[src/rtl/fetch_controller.sv]
`default_nettype none
// ============================================================================
//  Module      : fetch_controller
//  Description : Instruction fetch front end. Walks a program counter through
//                a combinational instruction memory and queues
//                {pc, instruction} pairs in a small first-word-fall-through
//                buffer for the decode stage. Supports start/halt control and
//                redirects that flush the buffer.
//  Ports       : clk, rst_n                - clock, async active-low reset
//                start, halt               - run control
//                redirect_valid/_pc        - branch/jump redirect
//                imem_addr / imem_instr    - combinational instruction memory
//                inst_valid/ready/word/pc  - decode-side valid/ready stream
//                state                     - IDLE=0, FETCH=1, HALTED=2
//  Revision    : 1.0 - initial release
// ============================================================================
module fetch_controller #(
    parameter int          DEPTH    = 4,
    parameter logic [31:0] RESET_PC = 32'h0000_0000
) (
    input  logic        clk,
    input  logic        rst_n,
    input  logic        start,
    input  logic        halt,
    input  logic        redirect_valid,
    input  logic [31:0] redirect_pc,
    output logic [31:0] imem_addr,
    input  logic [31:0] imem_instr,
    output logic        inst_valid,
    input  logic        inst_ready,
    output logic [31:0] inst_word,
    output logic [31:0] inst_pc,
    output logic [1:0]  state
);

    localparam int AW = $clog2(DEPTH);
    localparam int CW = AW + 1;
    localparam logic [CW-1:0] c_depth = CW'(DEPTH);

    typedef enum logic [1:0] {
        ST_IDLE   = 2'd0,
        ST_FETCH  = 2'd1,
        ST_HALTED = 2'd2
    } state_t;

    state_t          r_state;
    state_t          w_next_state;
    logic [31:0]     r_fetch_pc;
    logic [CW-1:0]   r_count;
    logic [AW-1:0]   r_head;
    logic [AW-1:0]   r_tail;
    logic [31:0]     r_buf_pc    [DEPTH];
    logic [31:0]     r_buf_instr [DEPTH];

    logic            w_pop;
    logic            w_push;

    // ------------------------------------------------------------------
    // Handshakes. A full buffer may still accept a new entry when the head
    // leaves in the same cycle, which keeps a streaming pipe bubble-free.
    // ------------------------------------------------------------------
    assign w_pop  = inst_valid && inst_ready;
    assign w_push = (r_state == ST_FETCH) && !halt && !redirect_valid &&
                    ((r_count < c_depth) || w_pop);

    // ------------------------------------------------------------------
    // FSM: state register
    // ------------------------------------------------------------------
    always_ff @(posedge clk or negedge rst_n) begin
        if (!rst_n) begin
            r_state <= ST_IDLE;
        end else begin
            r_state <= w_next_state;
        end
    end

    // ------------------------------------------------------------------
    // FSM: next state. halt dominates start; redirects never move the FSM.
    // ------------------------------------------------------------------
    always_comb begin
        w_next_state = r_state;
        case (r_state)
            ST_IDLE: begin
                if (start && !halt) begin
                    w_next_state = ST_FETCH;
                end
            end
            ST_FETCH: begin
                if (halt) begin
                    w_next_state = ST_HALTED;
                end
            end
            ST_HALTED: begin
                if (start && !halt) begin
                    w_next_state = ST_FETCH;
                end
            end
            default: w_next_state = ST_IDLE;
        endcase
    end

    // ------------------------------------------------------------------
    // Fetch PC, occupancy and pointers. A redirect flushes everything,
    // including an entry that decode accepts in the same cycle.
    // ------------------------------------------------------------------
    always_ff @(posedge clk or negedge rst_n) begin
        if (!rst_n) begin
            r_fetch_pc <= RESET_PC;
            r_count    <= '0;
            r_head     <= '0;
            r_tail     <= '0;
        end else if (redirect_valid) begin
            r_fetch_pc <= redirect_pc & 32'hFFFF_FFFC;
            r_count    <= '0;
            r_head     <= '0;
            r_tail     <= '0;
        end else begin
            if (w_push) begin
                r_fetch_pc <= r_fetch_pc + 32'd4;
                r_tail     <= r_tail + 1'b1;
            end
            if (w_pop) begin
                r_head <= r_head + 1'b1;
            end
            if (w_push && !w_pop) begin
                r_count <= r_count + 1'b1;
            end else if (w_pop && !w_push) begin
                r_count <= r_count - 1'b1;
            end
        end
    end

    // Buffer storage needs no reset: entries are only visible while count
    // covers them.
    always_ff @(posedge clk) begin
        if (w_push) begin
            r_buf_pc[r_tail]    <= r_fetch_pc;
            r_buf_instr[r_tail] <= imem_instr;
        end
    end

    // ------------------------------------------------------------------
    // Outputs
    // ------------------------------------------------------------------
    assign imem_addr  = r_fetch_pc;
    assign inst_valid = (r_count != '0);
    assign inst_word  = inst_valid ? r_buf_instr[r_head] : 32'd0;
    assign inst_pc    = inst_valid ? r_buf_pc[r_head]    : 32'd0;
    assign state      = r_state;

endmodule
`default_nettype wire

[config.mk]
export PLATFORM = sky130hd
export DESIGN_NAME = fetch_controller
export DESIGN_NICKNAME = d
export VERILOG_FILES = /design/src/rtl/fetch_controller.sv
export SDC_FILE = /design/constraint.sdc
export NUM_CORES = 1
export LEC_CHECK = 0
export ABC_CLOCK_PERIOD_IN_PS = 7400
export CELL_PAD_IN_SITES_DETAIL_PLACEMENT = 1
export CELL_PAD_IN_SITES_GLOBAL_PLACEMENT = 1
export CORE_MARGIN = 5
export CORE_UTILIZATION = 35
export CTS_CLUSTER_SIZE = 14
export DETAILED_ROUTE_END_ITERATION = 8
export GPL_TIMING_DRIVEN = 0
export PLACE_DENSITY_LB_ADDON = 0.08
export SYNTH_ARGS = -nofsm -noshare
export SYNTH_HDL_FRONTEND = slang
export SYNTH_SLANG_ARGS = --single-unit
[constraint.sdc]
create_clock -name clk -period 7.4 [get_ports clk]
set_input_delay 0.74 -clock clk [delete_from_list [all_inputs] [get_ports clk]]
set_output_delay 0.74 -clock clk [all_outputs]
set_load 0.02 [all_outputs]
==> results of run 1 <==
## path summary, 6_finish.rpt
path / endpoint / slack (ns)
hold reg to reg: r_tail[1] / 0.60
hold / removal: imem_addr[24] / 0.1
max in group asynchronous: r_count[2] / 6.85
setup reg to reg: r_buf_pc[3][16] / 4.67
min in group clk: r_tail[1] / 0.60
setup / recovery: inst_pc[20] / 3.56
## worst reg2reg max path, stage by stage (launching register included)
cell	delay (ns)
dfrtp_1	0.43
or3b_4	0.48
nor2_1	0.32
buf_2	0.30
and3_4	0.51
buf_16	0.33
## kinds of logic after synthesis
group / Yosys count
compound gates: 37
xor+xnor: 31
fa+ha+maj: 6
buf+inv: 43
flops: 287
mux: 65
other cells: 1
simple gates: 183
## where the power goes
| part | switching [uW] | internal (uW) | total [uW] |
|---|---|---|---|
| sequential | 56.2 | 1810 | 1870 |
| clock | 644 | 1000 | 1650 |
| combinational | 828 | 779 | 1610 |
## per-stage QoR
step	cell area, um2	utilization [%]	hold WS [ns]	cells
finish	15100	46.2	0.0964	1328
floorplan	11700	-	0.444	656
CTS	15100	46.2	0.0723	1328
global placement	13800	42.4	0.542	1260
global route	15100	46.2	0.0833	1328
detailed placement	14000	42.8	0.590	1265
## synth_stat cells, drive strengths merged
cell type,n,area [um2]
a211oi,2,15.0
a21boi,1,7.51
a21oi,3,15.0
a31oi,2,12.5
and2,63,394
and3,11,68.8
and4,2,17.5
buf,11,65.1
clkbuf,23,86.3
conb,1,3.75
dfrtp,39,976
edfxtp,248,7450
fa,1,20.0
ha,5,62.6
inv,9,33.8
mux2,2,22.5
mux2i,1,10.0
mux4,62,1400
nand2,43,161
nand2b,2,12.5
nand3,10,55.1
nand4,16,100
nand4b,1,8.76
nor2,15,56.3
nor2b,1,6.26
nor3,5,41.3
nor3b,1,7.51
nor4,5,71.3
nor4b,1,8.76
o21ai,28,140
o31a,1,8.76
or2b,1,7.51
or3,4,30.0
or3b,1,11.3
or4,1,11.3
xnor2,18,158
xor2,13,114
## flip-flops by register name, summed over array words and instances, names as in the netlist
register and cells:
state 2, r_tail 2, r_head 2, imem_addr 30, r_count 3, r_buf_pc 120
r_buf_instr 128
## final cells by class
cell class	count	area (um2)	share of cell area, %
multi-input cells	326	3090	20.4
repair buffers	167	1750	11.6
plain buffers	34	151	1.00
flip-flops and latches	287	8420	55.8
clock buffers	47	941	6.23
inverters	9	33.8	0.224
clock inverters	16	170	1.13
well taps	442	553	3.66
## per-layer routing
layer | routed length [um] | vias to the layer above | share of wire [%]
met5 | 20 | - | 0.069
met4 | 530 | 2 | 1.8
met3 | 1420 | 40 | 4.9
met2 | 14300 | 161 | 49
met1 | 12600 | 3401 | 44
li1 | - | 2941 | -
==> flow_summary.ini, run 1 <==
[final_layout]
layout_commonest_cell = edfxtp_1
fillerInstances = 3186
most-common-layout-cells = edfxtp_1 (248), clkdlybuf4s50_1 (161), and2_1 (63), mux4_2 (62), nand2_1 (43)
nets = 936
num_antenna_cells = 0
area_growth_pct = 29.5
drive_gt1_share_pct = 16.7

[synth]
synth_compound_area_share_pct = 1.71
synth_area_mm2 = 0.0117
yosys.area_share.simple_pct = 9.17
syn-instance-count = 653
yosysSeqAreaShare_pct = 72.2
synthAdderAreaFrac_pct = 0.708
ys_ff_latch = 287
synth_top_family_by_area = multiplexers
yosysWarnings = 0
ys_types = 44
synth_area_per_cell_um2 = 17.9
synth-xor-area-share_pct = 2.33
muxShareOfSynthArea_pct = 12.3

[global_routing]
grt_max_degree = 43
use_met1_pct = 21.3
grt_usage_pct = 15.9
busiest_layer = met2
overflow = 0
first_global_vias = 7433
met2_usage_pct = 26.7
antenna_found_initial = 1
use_met3_pct = 3.15
grt_pass1_wl_mm = 44.7

[floorplanning]
die_area_mm2 = 0.0371
die_h_um = 193
start_util_pct = 35.7
num_io_pins = 169
row_count = 66
core_area_mm2 = 0.0327
die-width_um = 193

[critical_path]
startpoint = r_head[0]
end_kind = primary output
worst_path_dominant_cell_family = buffers and inverters
crit_type = register to primary output
reg2reg_from = state[1]
cp_num_cells = 5
cp_max_fo = 10
r2r_cells = 5
max_stage_delay_ns = 0.55
crit_path_start_kind = register
crit_chain = clkbuf_1 > buf_2 > mux4_2 > and2_1 > clkdlybuf4s50_1
cp.arrival_ns = 3.10
worst-endpoint-required_ns = 6.66
worst-path-buf-inv = 3
cpMaxStageDelayCell = mux4_2

[clocking]
cts-resized-gates = 0
htreeDepth = 2
clock-root-buffer = clkbuf_16
clock_path_buffers = 3
clock_latency_ns = 0.51
ctsHoldBuffers = 0
cts.sink_count = 287
tritoncts = built
clkTransAtPathRegs_ns = 0.06
post_cts_buffers = 0
numCtsBuffers = 35

[sta]
tns_ns = 0
fin_worst_skew_ns = 0.0162
finalSetupViolCount = 0
post-route-period-util_pct = 51.9
rsz0062_at_grt = no
layout_setup_ws_ns = 3.56
finalMaxSlewViolations = 0
worstMarginPinSlew_ns = 0.778
hold_viol_final = 0
slew_headroom_pct = 48.2
fmax_mhz = 260
period_minus_slack_ns = 3.84

[placed_design]
hpwl_mm = 19.0
gp_congestion = 0.795
post-place-ws_ns = 3.87
portBuffers = 162

[routing]
viasPerCell = 4.93
drt_wl_total_mm = 28.9
ant_nets = 0
drc = 0
drt_first_pass_iters = 4
dr.first_iter.drc_count = 279
wl_per_cell_um = 21.8
num_vias = 6545

[power]
p_per_area_mw_per_mm2 = 339
finalPower_uw = 5120
leakage_uw = 0.00494
ir_worst_vdd_mv = 0.185

[flow_run]
cap_violations = 0

[status]
status = complete, no violations

[worst_hold_path]
timing.hold.worst.class = input port to asynchronous set/reset pin
Power figures use the tool's default switching activity.
==> run 2, diff against run 1 <==
Settings changed: ABC_CLOCK_PERIOD_IN_PS 7400 to 3490.
Clock period 7.4 ns to 3.49 ns, I/O delays scaled along.
==> run 2 against run 1 <==
Combinational power grew 110%. Critical path type unchanged. Count of clock-buffer cells in the layout is the same. Highest routed layer unchanged. Routed wire length is essentially flat. Setup slack lost 3.4 ns. Global-route usage is essentially flat. Sequential cell count is the same. Largest cell class unchanged.
==> flow_summary.ini, run 2 (synthesized netlist as in run 1, its figures left out) <==
[routing]
drt_wl_total_mm = 28.9
num_vias = 6550
drc = 0
drt_first_pass_iters = 4
ant_nets = 0
wl_per_cell_um = 21.8
dr.first_iter.drc_count = 294
viasPerCell = 4.93

[final_layout]
most-common-layout-cells = edfxtp_1 (248), clkdlybuf4s50_1 (161), and2_1 (63), mux4_2 (62), nand2_1 (43)
largest_register = r_buf_instr
drive_gt1_share_pct = 17.0
fillerInstances = 3186
num_antenna_cells = 0
nets = 936
area_growth_pct = 29.6
largest_register_ffs = 128
layout_commonest_cell = edfxtp_1
design_area_mm2 = 0.0151

[power]
swShare_pct = 29.8
ir_worst_vdd_mv = 0.392
p_switching_uw = 3240
leakage_uw = 0.00495
pwr-share-seq_pct = 36.7
internal-power_uw = 7620
p_per_area_mw_per_mm2 = 718
combinationalPowerShare_pct = 31.2
pwr-share-clk_pct = 32.1
finalPower_uw = 10900

[global_routing]
grt_max_degree = 43
antenna_found_initial = 1
grt_usage_pct = 15.9
met2_usage_pct = 26.7
grt_pass1_wl_mm = 44.7
use_met1_pct = 21.3
use_met3_pct = 3.15
busiest_layer = met2
overflow = 0
first_global_vias = 7443

[sta]
finalMaxSlewViolations = 0
hold_slack_ns = 0.247
fin_worst_skew_ns = 0.0159
post-route-period-util_pct = 95.2
slew_headroom_pct = 55.5
fmax_mhz = 301
layout_setup_ws_ns = 0.166
hold_viol_final = 0
period_minus_slack_ns = 3.32
worstMarginPinSlew_ns = 0.668
finalSetupViolCount = 0
rsz0062_at_grt = yes

[clocking]
clock-root-buffer = clkbuf_16
clock_path_buffers = 3
tritoncts = built
clkTransAtPathRegs_ns = 0.06
clock_latency_ns = 0.51
post_cts_buffers = 0
htreeDepth = 2
numCtsBuffers = 35
cts.sink_count = 287

[critical_path]
cpMaxStageDelayCell = buf_1
cp.arrival_ns = 2.97
worst-endpoint-required_ns = 3.14
crit_path_start_kind = register
max_stage_delay_ns = 0.58
reg2reg_from = state[1]
crit_type = register to primary output
cp_max_fo = 10
worst-path-buf-inv = 3
startpoint = r_head[1]
crit_chain = clkbuf_1 > buf_1 > mux4_2 > and2_1 > clkdlybuf4s50_1
end_kind = primary output
worst_path_dominant_cell_family = buffers and inverters

[floorplanning]
num_io_pins = 169
die_area_mm2 = 0.0371
die_h_um = 193
start_util_pct = 35.7
row_count = 66
core_area_mm2 = 0.0327
die-width_um = 193

[status]
status = complete, no violations

[placed_design]
portBuffers = 162
place_area_mm2 = 0.0140
gp_congestion = 0.795
post-place-ws_ns = 0.350
hpwl_mm = 19.0

[worst_hold_path]
timing.hold.worst.class = input port to asynchronous set/reset pin

[flow_run]
cap_violations = 0
run 2: changes by cell type in the layout (fill, tap and decap cells not counted):
cell           change
clkbuf_1           -6
clkbuf_2           +3
dlygate4sd3_1      +1
buf_1              +2
clkbuf_4           +1
buf_2              -1
run 2: through the flow:
step           TNS [ns]  utilization, %  cells
2_1_floorplan         0               -    656
4_1_cts               0            46.2   1328
3_5_place_dp          0            42.8   1265
5_1_grt         -0.0670            46.2   1328
3_3_place_gp    -459.21            42.4   1260
6_report              0            46.2   1328
run 2: worst register-to-register path: cells and delay by family, from the launching register on:
family                 cells  cell delay (ns)
buffers and inverters      2             0.63
DFF                        1             0.43
and+or+nand+nor            3             1.31
run 2: cell type report:
cell class,instances,area [um2],share of cell area (%)
Buffer,33,154,1.02
Clock buffer,47,941,6.22
Clock inverter,16,170,1.13
Inverter,9,33.8,0.223
Multi-Input combinational cell,326,3090,20.4
Sequential cell,287,8420,55.7
Tap cell,442,553,3.66
Timing Repair Buffer,168,1760,11.6
run 2: worst paths after layout:
kind / end / slack (ns) / depth (start not counted)
setup / recovery: inst_word[17] / 0.17 / 5
hold / removal: imem_addr[24] / 0.25 / 2
setup reg to reg: r_buf_pc[3][16] / 0.76 / 5
hold reg to reg: r_tail[1] / 0.60 / 2
max in group asynchronous: r_count[2] / 2.79 / 3
min in group clk: imem_addr[23] / 0.42 / 3
run 2: per-layer routing:
metal,wire length [um],up-vias
met2,14300,150
met4,505,2
met5,20,-
met1,12800,3416
li1,-,2946
met3,1320,36
run 2: power groups by stage:
stage / clock [uW] / sequential (uW) / combinational [uW]
3_5_place_dp: 0 / 4030 / 3500
2_1_floorplan: 0 / 4030 / 1900
6_report: 3490 / 3980 / 3390
3_3_place_gp: 0 / 4020 / 3470
4_1_cts: 3610 / 3990 / 3490
5_1_grt: 3770 / 4000 / 3660
run 2: repair_timing:
item                                   CTS  global route
setup endpoints to repair               58            44
cloned                                   0             0
resized for setup                        1             7
endpoints found under the hold margin   39             0
hold buffers                             1             0
